<file path="src/rtl/itim_pkg.sv">
// Shared ITIM constants and arbiter FSM state encoding.
package itim_pkg;
  localparam int ITIM_ADDR_W = 12;
  localparam int ITIM_DATA_W = 64;
  localparam int ITIM_MASK_W = ITIM_DATA_W / 8;

  typedef enum logic {
    IDLE      = 1'b0,
    RMW_MERGE = 1'b1
  } itim_state_e;
endpackage

</file>
<file path="src/rtl/itim_byte_merge.sv">
// Per-byte merge of SRAM read data with write data under a byte mask.
// Purely combinational.
module itim_byte_merge
  import itim_pkg::*;
#(
  parameter int DATA_W = ITIM_DATA_W
) (
  input  logic [DATA_W-1:0]   rdata_i,
  input  logic [DATA_W-1:0]   wdata_i,
  input  logic [DATA_W/8-1:0] mask_i,
  output logic [DATA_W-1:0]   merged_o
);
  for (genvar b = 0; b < DATA_W / 8; b++) begin : g_byte
    assign merged_o[b*8 +: 8] = mask_i[b] ? wdata_i[b*8 +: 8] : rdata_i[b*8 +: 8];
  end
endmodule

</file>
<file path="src/rtl/itim_port_arbiter.sv">
// Single-port ITIM arbiter: fetch has priority, slave partial writes run as read-modify-write.
// Optional slave anti-starvation counter enabled by macro ITIM_ARB_ANTISTARVE_EN.
module itim_port_arbiter
  import itim_pkg::*;
#(
  parameter int ADDR_W       = ITIM_ADDR_W,
  parameter int DATA_W       = ITIM_DATA_W,
  parameter int STARVE_LIMIT = 8
) (
  input  logic                clock,
  input  logic                reset,
  input  logic                fetch_req_valid,
  output logic                fetch_req_ready,
  input  logic [ADDR_W-1:0]   fetch_req_addr,
  output logic                fetch_resp_valid,
  output logic [DATA_W-1:0]   fetch_resp_data,
  input  logic                slave_req_valid,
  output logic                slave_req_ready,
  input  logic                slave_req_write,
  input  logic [ADDR_W-1:0]   slave_req_addr,
  input  logic [DATA_W-1:0]   slave_req_wdata,
  input  logic [DATA_W/8-1:0] slave_req_mask,
  output logic                slave_resp_valid,
  input  logic                slave_resp_ready,
  output logic [DATA_W-1:0]   slave_resp_data,
  output logic                sram_en,
  output logic                sram_wmode,
  output logic [ADDR_W-1:0]   sram_addr,
  output logic [DATA_W-1:0]   sram_wdata,
  input  logic [DATA_W-1:0]   sram_rdata
);
  localparam int MASK_W = DATA_W / 8;

  itim_state_e       state_q, state_d;
  logic              sl_busy_q, sl_busy_d;
  logic              rd_cap_q, rd_cap_d;
  logic              fresp_vld_q;
  logic              sresp_vld_q, sresp_vld_d;
  logic [DATA_W-1:0] sresp_dat_q, sresp_dat_d;
  logic [ADDR_W-1:0] addr_q, addr_d;
  logic [DATA_W-1:0] wdata_q, wdata_d;
  logic [MASK_W-1:0] mask_q, mask_d;
  logic [DATA_W-1:0] merged;
  logic              idle, starve_win, fetch_gnt, slave_gnt;
  logic              mask_full, mask_zero;

  assign idle            = (state_q == IDLE) && !reset;
  assign fetch_req_ready = idle && !starve_win;
  assign fetch_gnt       = fetch_req_ready && fetch_req_valid;
  assign slave_req_ready = idle && !sl_busy_q && (!fetch_req_valid || starve_win);
  assign slave_gnt       = slave_req_ready && slave_req_valid;
  assign mask_full       = &slave_req_mask;
  assign mask_zero       = ~|slave_req_mask;

`ifdef ITIM_ARB_ANTISTARVE_EN
  localparam int CNT_W = $clog2(STARVE_LIMIT + 1);
  logic [CNT_W-1:0] starve_q, starve_d;

  // Counts only cycles where fetch, not our own outstanding transaction, blocks the slave.
  assign starve_win = (starve_q == CNT_W'(STARVE_LIMIT)) && slave_req_valid && !sl_busy_q;

  always_comb begin
    starve_d = starve_q;
    if (slave_gnt) begin
      starve_d = '0;
    end else if (slave_req_valid && !sl_busy_q && fetch_gnt &&
                 (starve_q != CNT_W'(STARVE_LIMIT))) begin
      starve_d = starve_q + 1'b1;
    end
  end

  always_ff @(posedge clock or posedge reset) begin
    if (reset) starve_q <= '0;
    else       starve_q <= starve_d;
  end
`else
  localparam int unused_starve_limit = STARVE_LIMIT;
  assign starve_win = 1'b0;
`endif

  itim_byte_merge #(.DATA_W(DATA_W)) u_merge (
    .rdata_i (sram_rdata),
    .wdata_i (wdata_q),
    .mask_i  (mask_q),
    .merged_o(merged)
  );

  always_comb begin
    state_d     = state_q;
    sl_busy_d   = sl_busy_q;
    rd_cap_d    = 1'b0;
    sresp_vld_d = sresp_vld_q;
    sresp_dat_d = sresp_dat_q;
    addr_d      = addr_q;
    wdata_d     = wdata_q;
    mask_d      = mask_q;
    sram_en     = 1'b0;
    sram_wmode  = 1'b0;
    sram_addr   = '0;
    sram_wdata  = '0;

    if (sresp_vld_q && slave_resp_ready) begin
      sresp_vld_d = 1'b0;
      sl_busy_d   = 1'b0;
    end
    if (rd_cap_q) begin
      sresp_vld_d = 1'b1;
      sresp_dat_d = sram_rdata;
    end

    case (state_q)
      IDLE: begin
        if (fetch_gnt) begin
          sram_en   = 1'b1;
          sram_addr = fetch_req_addr;
        end else if (slave_gnt) begin
          sl_busy_d = 1'b1;
          sram_addr = slave_req_addr;
          if (!slave_req_write) begin
            sram_en  = 1'b1;
            rd_cap_d = 1'b1;
          end else if (mask_full) begin
            sram_en     = 1'b1;
            sram_wmode  = 1'b1;
            sram_wdata  = slave_req_wdata;
            sresp_vld_d = 1'b1;
            sresp_dat_d = '0;
          end else if (mask_zero) begin
            sresp_vld_d = 1'b1;
            sresp_dat_d = '0;
          end else begin
            // Partial mask: read the old word now, merge and write it back next cycle.
            sram_en = 1'b1;
            addr_d  = slave_req_addr;
            wdata_d = slave_req_wdata;
            mask_d  = slave_req_mask;
            state_d = RMW_MERGE;
          end
        end
      end
      RMW_MERGE: begin
        sram_en     = 1'b1;
        sram_wmode  = 1'b1;
        sram_addr   = addr_q;
        sram_wdata  = merged;
        sresp_vld_d = 1'b1;
        sresp_dat_d = '0;
        state_d     = IDLE;
      end
    endcase
  end

  always_ff @(posedge clock or posedge reset) begin
    if (reset) begin
      state_q     <= IDLE;
      sl_busy_q   <= 1'b0;
      rd_cap_q    <= 1'b0;
      fresp_vld_q <= 1'b0;
      sresp_vld_q <= 1'b0;
      sresp_dat_q <= '0;
      addr_q      <= '0;
      wdata_q     <= '0;
      mask_q      <= '0;
    end else begin
      state_q     <= state_d;
      sl_busy_q   <= sl_busy_d;
      rd_cap_q    <= rd_cap_d;
      fresp_vld_q <= fetch_gnt;
      sresp_vld_q <= sresp_vld_d;
      sresp_dat_q <= sresp_dat_d;
      addr_q      <= addr_d;
      wdata_q     <= wdata_d;
      mask_q      <= mask_d;
    end
  end

  assign fetch_resp_valid = fresp_vld_q;
  assign fetch_resp_data  = sram_rdata;
  assign slave_resp_valid = sresp_vld_q;
  assign slave_resp_data  = sresp_dat_q;
endmodule

</file>
<file path="config.mk">
export PLATFORM = sky130hd
export DESIGN_NAME = itim_port_arbiter
export DESIGN_NICKNAME = d
export VERILOG_FILES = /design/src/rtl/itim_pkg.sv /design/src/rtl/itim_byte_merge.sv /design/src/rtl/itim_port_arbiter.sv
export SDC_FILE = /design/constraint.sdc
export NUM_CORES = 1
export LEC_CHECK = 0
export ABC_AREA = 1
export ABC_CLOCK_PERIOD_IN_PS = 5500
export CAP_MARGIN = 20
export CELL_PAD_IN_SITES_DETAIL_PLACEMENT = 2
export CELL_PAD_IN_SITES_GLOBAL_PLACEMENT = 2
export CORE_AREA = 2 2 177 249
export CTS_CLUSTER_DIAMETER = 30
export CTS_CLUSTER_SIZE = 24
export DETAILED_ROUTE_END_ITERATION = 6
export DIE_AREA = 0 0 179 251
export MAX_ROUTING_LAYER = met4
export PLACE_DENSITY = 0.87
export SYNTH_ARGS = -nofsm -noshare
export SYNTH_HDL_FRONTEND = slang
export SYNTH_SLANG_ARGS = --single-unit
</file>
<file path="constraint.sdc">
create_clock -name clock -period 5.5 [get_ports clock]
set_clock_uncertainty 0.1 [all_clocks]
set_input_delay 0.825 -clock clock [delete_from_list [all_inputs] [get_ports clock]]
set_output_delay 0.825 -clock clock [all_outputs]
set_load 0.05 [all_outputs]
</file>
---- Yosys cells after proc, flatten, opt, wreduce, memory -nomap -nowiden ----
Index checks and enable logic that the tools add are counted.
storage, ports and cells
  logic and storage cells ................. 79
  input port bits ......................... 166
  register bits after elaboration ......... 153
  output and inout port bits .............. 210
cells by class
  reductions and logical operators ........ 12
  bitwise operators ....................... 3
  mux-type cells .......................... 55
operators by type and width
  operator                             count
  64-bit two-way mux                   10
  64-bit case mux with 2 select lines  2
  8-bit two-way mux                    8
  1-bit two-way mux                    28
  12-bit two-way mux                   2
  12-bit case mux with 2 select lines  1
  1-bit case mux with 2 select lines   4
  8-bit AND reduction                  1
  8-bit OR reduction                   1
  1-bit logical AND                    6
  6-bit AND reduction                  1
  1-bit zero test                      3
  1-bit NOT                            3

---- Longest topological paths before layout ----
  word-level depth ........................ 9
  depth in mapped cells ................... 9
  gate-level depth less buffers ........... 7

---- Hierarchy ----
From an unflattened synthesis, not the netlist that was laid out.
unflattened totals
  cell total of the unflattened synthesis .. 1309
  area, all modules ....................... 9256.4 µm²
by module, submodules not included
  module             times used  cells each  area an instance (µm²)  sequential area each (µm²)
  itim_port_arbiter  1           1101        8415.6                  3828.7
  itim_byte_merge    1           208         840.8                   0.0

---- Worst setup path before layout ----
Ideal clock, no wire load.
  kind .................................... in2out
  from .................................... input port reset
  to ...................................... output port slave_req_ready
  setup slack ............................. -0.858 ns
  data arrival time ....................... 5.433 ns
  stages .................................. 3
  cells stage by stage .................... inv_1 -> nand2_1 -> nor3_1
between the ends
  longest elaborated chain between the ends .. 4
RTL lines
  item                             line                     source
  start: declaration               itim_port_arbiter.sv:11  input logic reset,
  1-bit zero test (no line)        n/a
  1-bit logical AND                itim_port_arbiter.sv:47  assign idle = (state_q == IDLE) && !reset;
  1-bit logical AND (2 in series)  itim_port_arbiter.sv:50  assign slave_req_ready = idle && !sl_busy_q && (!fetch_req_valid || starve_win);
  end: declaration                 itim_port_arbiter.sv:18  output logic slave_req_ready,
Every way passes these cells.

---- Final worst setup path ----
  from .................................... input port slave_req_mask[0]
  to ...................................... output port sram_wdata[29]
between the ends
  longest elaborated chain between the ends .. 6
RTL lines
  item                                 line                      source
  start: declaration                   itim_port_arbiter.sv:22   input logic [DATA_W/8-1:0] slave_req_mask,
  8-bit AND reduction                  itim_port_arbiter.sv:52   assign mask_full = &slave_req_mask;
  64-bit two-way mux                   itim_port_arbiter.sv:122  end else if (mask_full) begin
  64-bit two-way mux                   itim_port_arbiter.sv:119  if (!slave_req_write) begin
  64-bit two-way mux                   itim_port_arbiter.sv:116  end else if (slave_gnt) begin
  64-bit two-way mux                   itim_port_arbiter.sv:113  if (fetch_gnt) begin
  64-bit case mux with 2 select lines  itim_port_arbiter.sv:111  case (state_q)
  end: declaration                     itim_port_arbiter.sv:29   output logic [DATA_W-1:0] sram_wdata,
Every way passes these cells.

==> reports/qor.csv <==
metric,value,unit
Initial Util,20.8,%
RSZ-0062 raised after global routing,no,
footprint of the multi-input gates,3770,sq um
dpl cells,1954,
r2r startpoint,state_q$_DFF_PP0_,
total vias in the final route,9595,
internal power,3240,uW
port bufs,375,
"Period Utilization, post-route",79.8,%
vias in the first global route,10700,
CP Launch Type,input pin,
Comb power frac,46.8,%
yosys warns,0,
Pins Over Slew Limit,0,
global-route wire length before repair,64300,um
post_cts resized,0,
DRC viols,0,
Hold Path Depth,2,
initial antenna violation count,4,
Sw Ratio,45.7,%
Clk pwr share,19.5,%
dominant synthesized flop cell,dfrtp_1,
fmax,228,MHz
path type of the worst setup path,in2out,
H-tree levels,4,
# rows,90,
Worst Hold End,wdata_q[32]$_DFFE_PP0P_,
"Power, Total",5970,uW
layout cells sized above 1,5.16,%
Pleak,0.00585,uW
status,finished clean,
die height,251,um
CTS Buf Count,17,
P&R area growth vs syn,47.1,%
"Arr. time, crit path",3.46,ns
min cycle time layout,4.39,ns
Setup crit end kind,output port,
grt total ovfl,0,
"non-filler cells, final",1989,
number of synthesized flops with an enable pin,0,
CP Data Required Time,4.58,ns
post-synthesis instance total,1180,
ANT nets after route,0,
I/O Pins,376,
Rel. slew slack,33.8,%
WL/cell,21.1,um
endpoints failing setup,0,
CTS Buffer Depth,2,
pin count of the biggest net entering global routing,111,
Syn Area/Cell,7.51,sq um
fillers,4877,
All-Layer GR Usage,19.2,%
Worst Max-Slew Pin Slew,0.993,ns
pwr/cell area,458,nW/um^2
GPL Wtd Cong,0.778,
Nets,1588,
Vias/cell,4.82,
post-DP HPWL,29800,um
Net Sw Power,2730,uW
peak supply drop,0.166,mV
Post-Route WL,42000,um
Worst-Skew Late Latency,0.44,ns
"Distinct cells, synth",21,
Starting DRT DRC Count,470,
CP max FO,44,
Synthesized Nets,1346,
CTS tree,done,
die area,44900,sq um
Clock Pin Slew Worst Setup and Hold Paths,0.06,ns
Die X,179,um
core area,42700,sq um
reg-to-reg endpoint,mask_q[2]$_DFFE_PP0P_,
Post-Route Setup TNS,0,ns
Post-CTS Hold Fix Bufs,0,
min-delay worst type,reg2reg,
Max Cap Violations,0,
Seq cells post-synth,153,
Reg area,3830,sq um
Worst R2R Path Depth,7,
Pre-antenna DRT Iters,4,
Post-synth ARST share,100,%
final hold viol count,0,
mapped cell area,8870,sq um
CTS root buf,clkbuf_16,
total clock sinks,153,
hold_sp,wdata_q[32]$_DFFE_PP0P_,
Seq pwr share,33.7,%
sequential-to-total area share from yosys stat,43.2,%
FF-to-FF setup slack,2.14,ns
setup bufs post-CTS,0,
## kinds of logic after synthesis
family | Yosys count | share of synthesized area (%)
compound gates | 333 | 20.9
buf+inv | 255 | 14.6
flops | 153 | 43.2
simple gates | 439 | 21.3
## power groups by stage
stage	registers (uW)	clock network, uW	logic (uW)
6_report	2010	1170	2790
4_1_cts	2010	1210	2820
3_3_place_gp	1980	0	2720
3_5_place_dp	2030	0	2810
5_1_grt	2080	1250	2970
2_1_floorplan	2760	0	939
## registers in the layout, indices dropped and copies added, names as in the netlist
| register | cells |
|---|---|
| slave_resp_valid | 1 |
| slave_resp_data | 64 |
| mask_q | 8 |
| fetch_resp_valid | 1 |
| sl_busy_q | 1 |
| rd_cap_q | 1 |
| addr_q | 12 |
| wdata_q | 64 |
| state_q | 1 |
## worst max-delay path by stage
stage                            from              to  slack, ns  depth (start not counted)
floorplan                       reset    sram_addr[3]       0.49                          6
detailed placement              reset    sram_addr[5]       0.69                          7
global placement                reset    sram_addr[5]       0.93                          7
global route        slave_req_mask[0]  sram_wdata[29]       0.92                          9
finish              slave_req_mask[0]  sram_wdata[29]       1.11                          9
CTS                             reset    sram_addr[5]       0.71                          7
## worst max-delay path: stages
cell,delay (ns)
clkdlybuf4s50_1,0.51
nand2_1,0.07
nor2_1,0.20
nand2_4,0.07
inv_1,0.07
nand2_2,0.32
buf_12,0.34
o21ai_1,0.18
clkdlybuf4s50_1,0.84
## synthesized netlist by cell type, types with 2 or more instances
cell type    n  area share (%)
nand3_2      2            0.23
buf_2       27             1.5
inv_1       87             3.7
a22oi_1     11            0.93
buf_6        6            0.76
nor2_1       8            0.34
clkbuf_1    55             2.3
o21ai_1     50             2.8
nand4_1     84             5.9
a21oi_1    129             7.3
buf_4       70             5.9
dfrtp_1    153              43
o211ai_1    64             5.4
nand3_1      2            0.11
o21ai_0     79             4.5
nand2_1    340              14
buf_1        9            0.38
## routing by layer
metal / GRT usage (%) / part of all wire (%)
met5: - / 0
met4: 7.85 / 3.6
met2: 33.4 / 53
met1: 22.0 / 40
met3: 2.71 / 3.3
## placed cells by master (no fill, tap or decap), types with 11 or more instances in the layout
cell | synthesis | routed
a21oi_1 | 129 | 129
a22oi_1 | 11 | 11
buf_4 | 70 | 34
clkbuf_16 | 0 | 17
clkdlybuf4s50_1 | 0 | 353
dfrtp_1 | 153 | 152
inv_1 | 87 | 86
nand2_1 | 340 | 336
nand4_1 | 84 | 84
o211ai_1 | 64 | 64
o21ai_0 | 79 | 79
o21ai_1 | 50 | 50
## through the flow
| step | hold WS (ns) | worst slack, ns | area, sq um | util [%] |
|---|---|---|---|---|
| floorplan | 0.337 | 0.491 | 8870 | - |
| global placement | 0.348 | 0.932 | 12500 | 29.2 |
| detailed placement | 0.357 | 0.693 | 12500 | 29.2 |
| CTS | 0.373 | 0.711 | 13000 | 30.5 |
| global route | 0.387 | 0.922 | 13000 | 30.6 |
| finish | 0.366 | 1.11 | 13000 | 30.6 |
## final cells by class
class,instances,share of cell area (%)
diodes,4,0.0768
clock buffers,22,3.48
clock inverters,8,0.758
inverters,88,2.60
multi-input cells,772,28.9
flip-flops and latches,153,29.4
well taps,552,5.30
repair buffers,390,29.5
(Power assumes the default switching activity.)
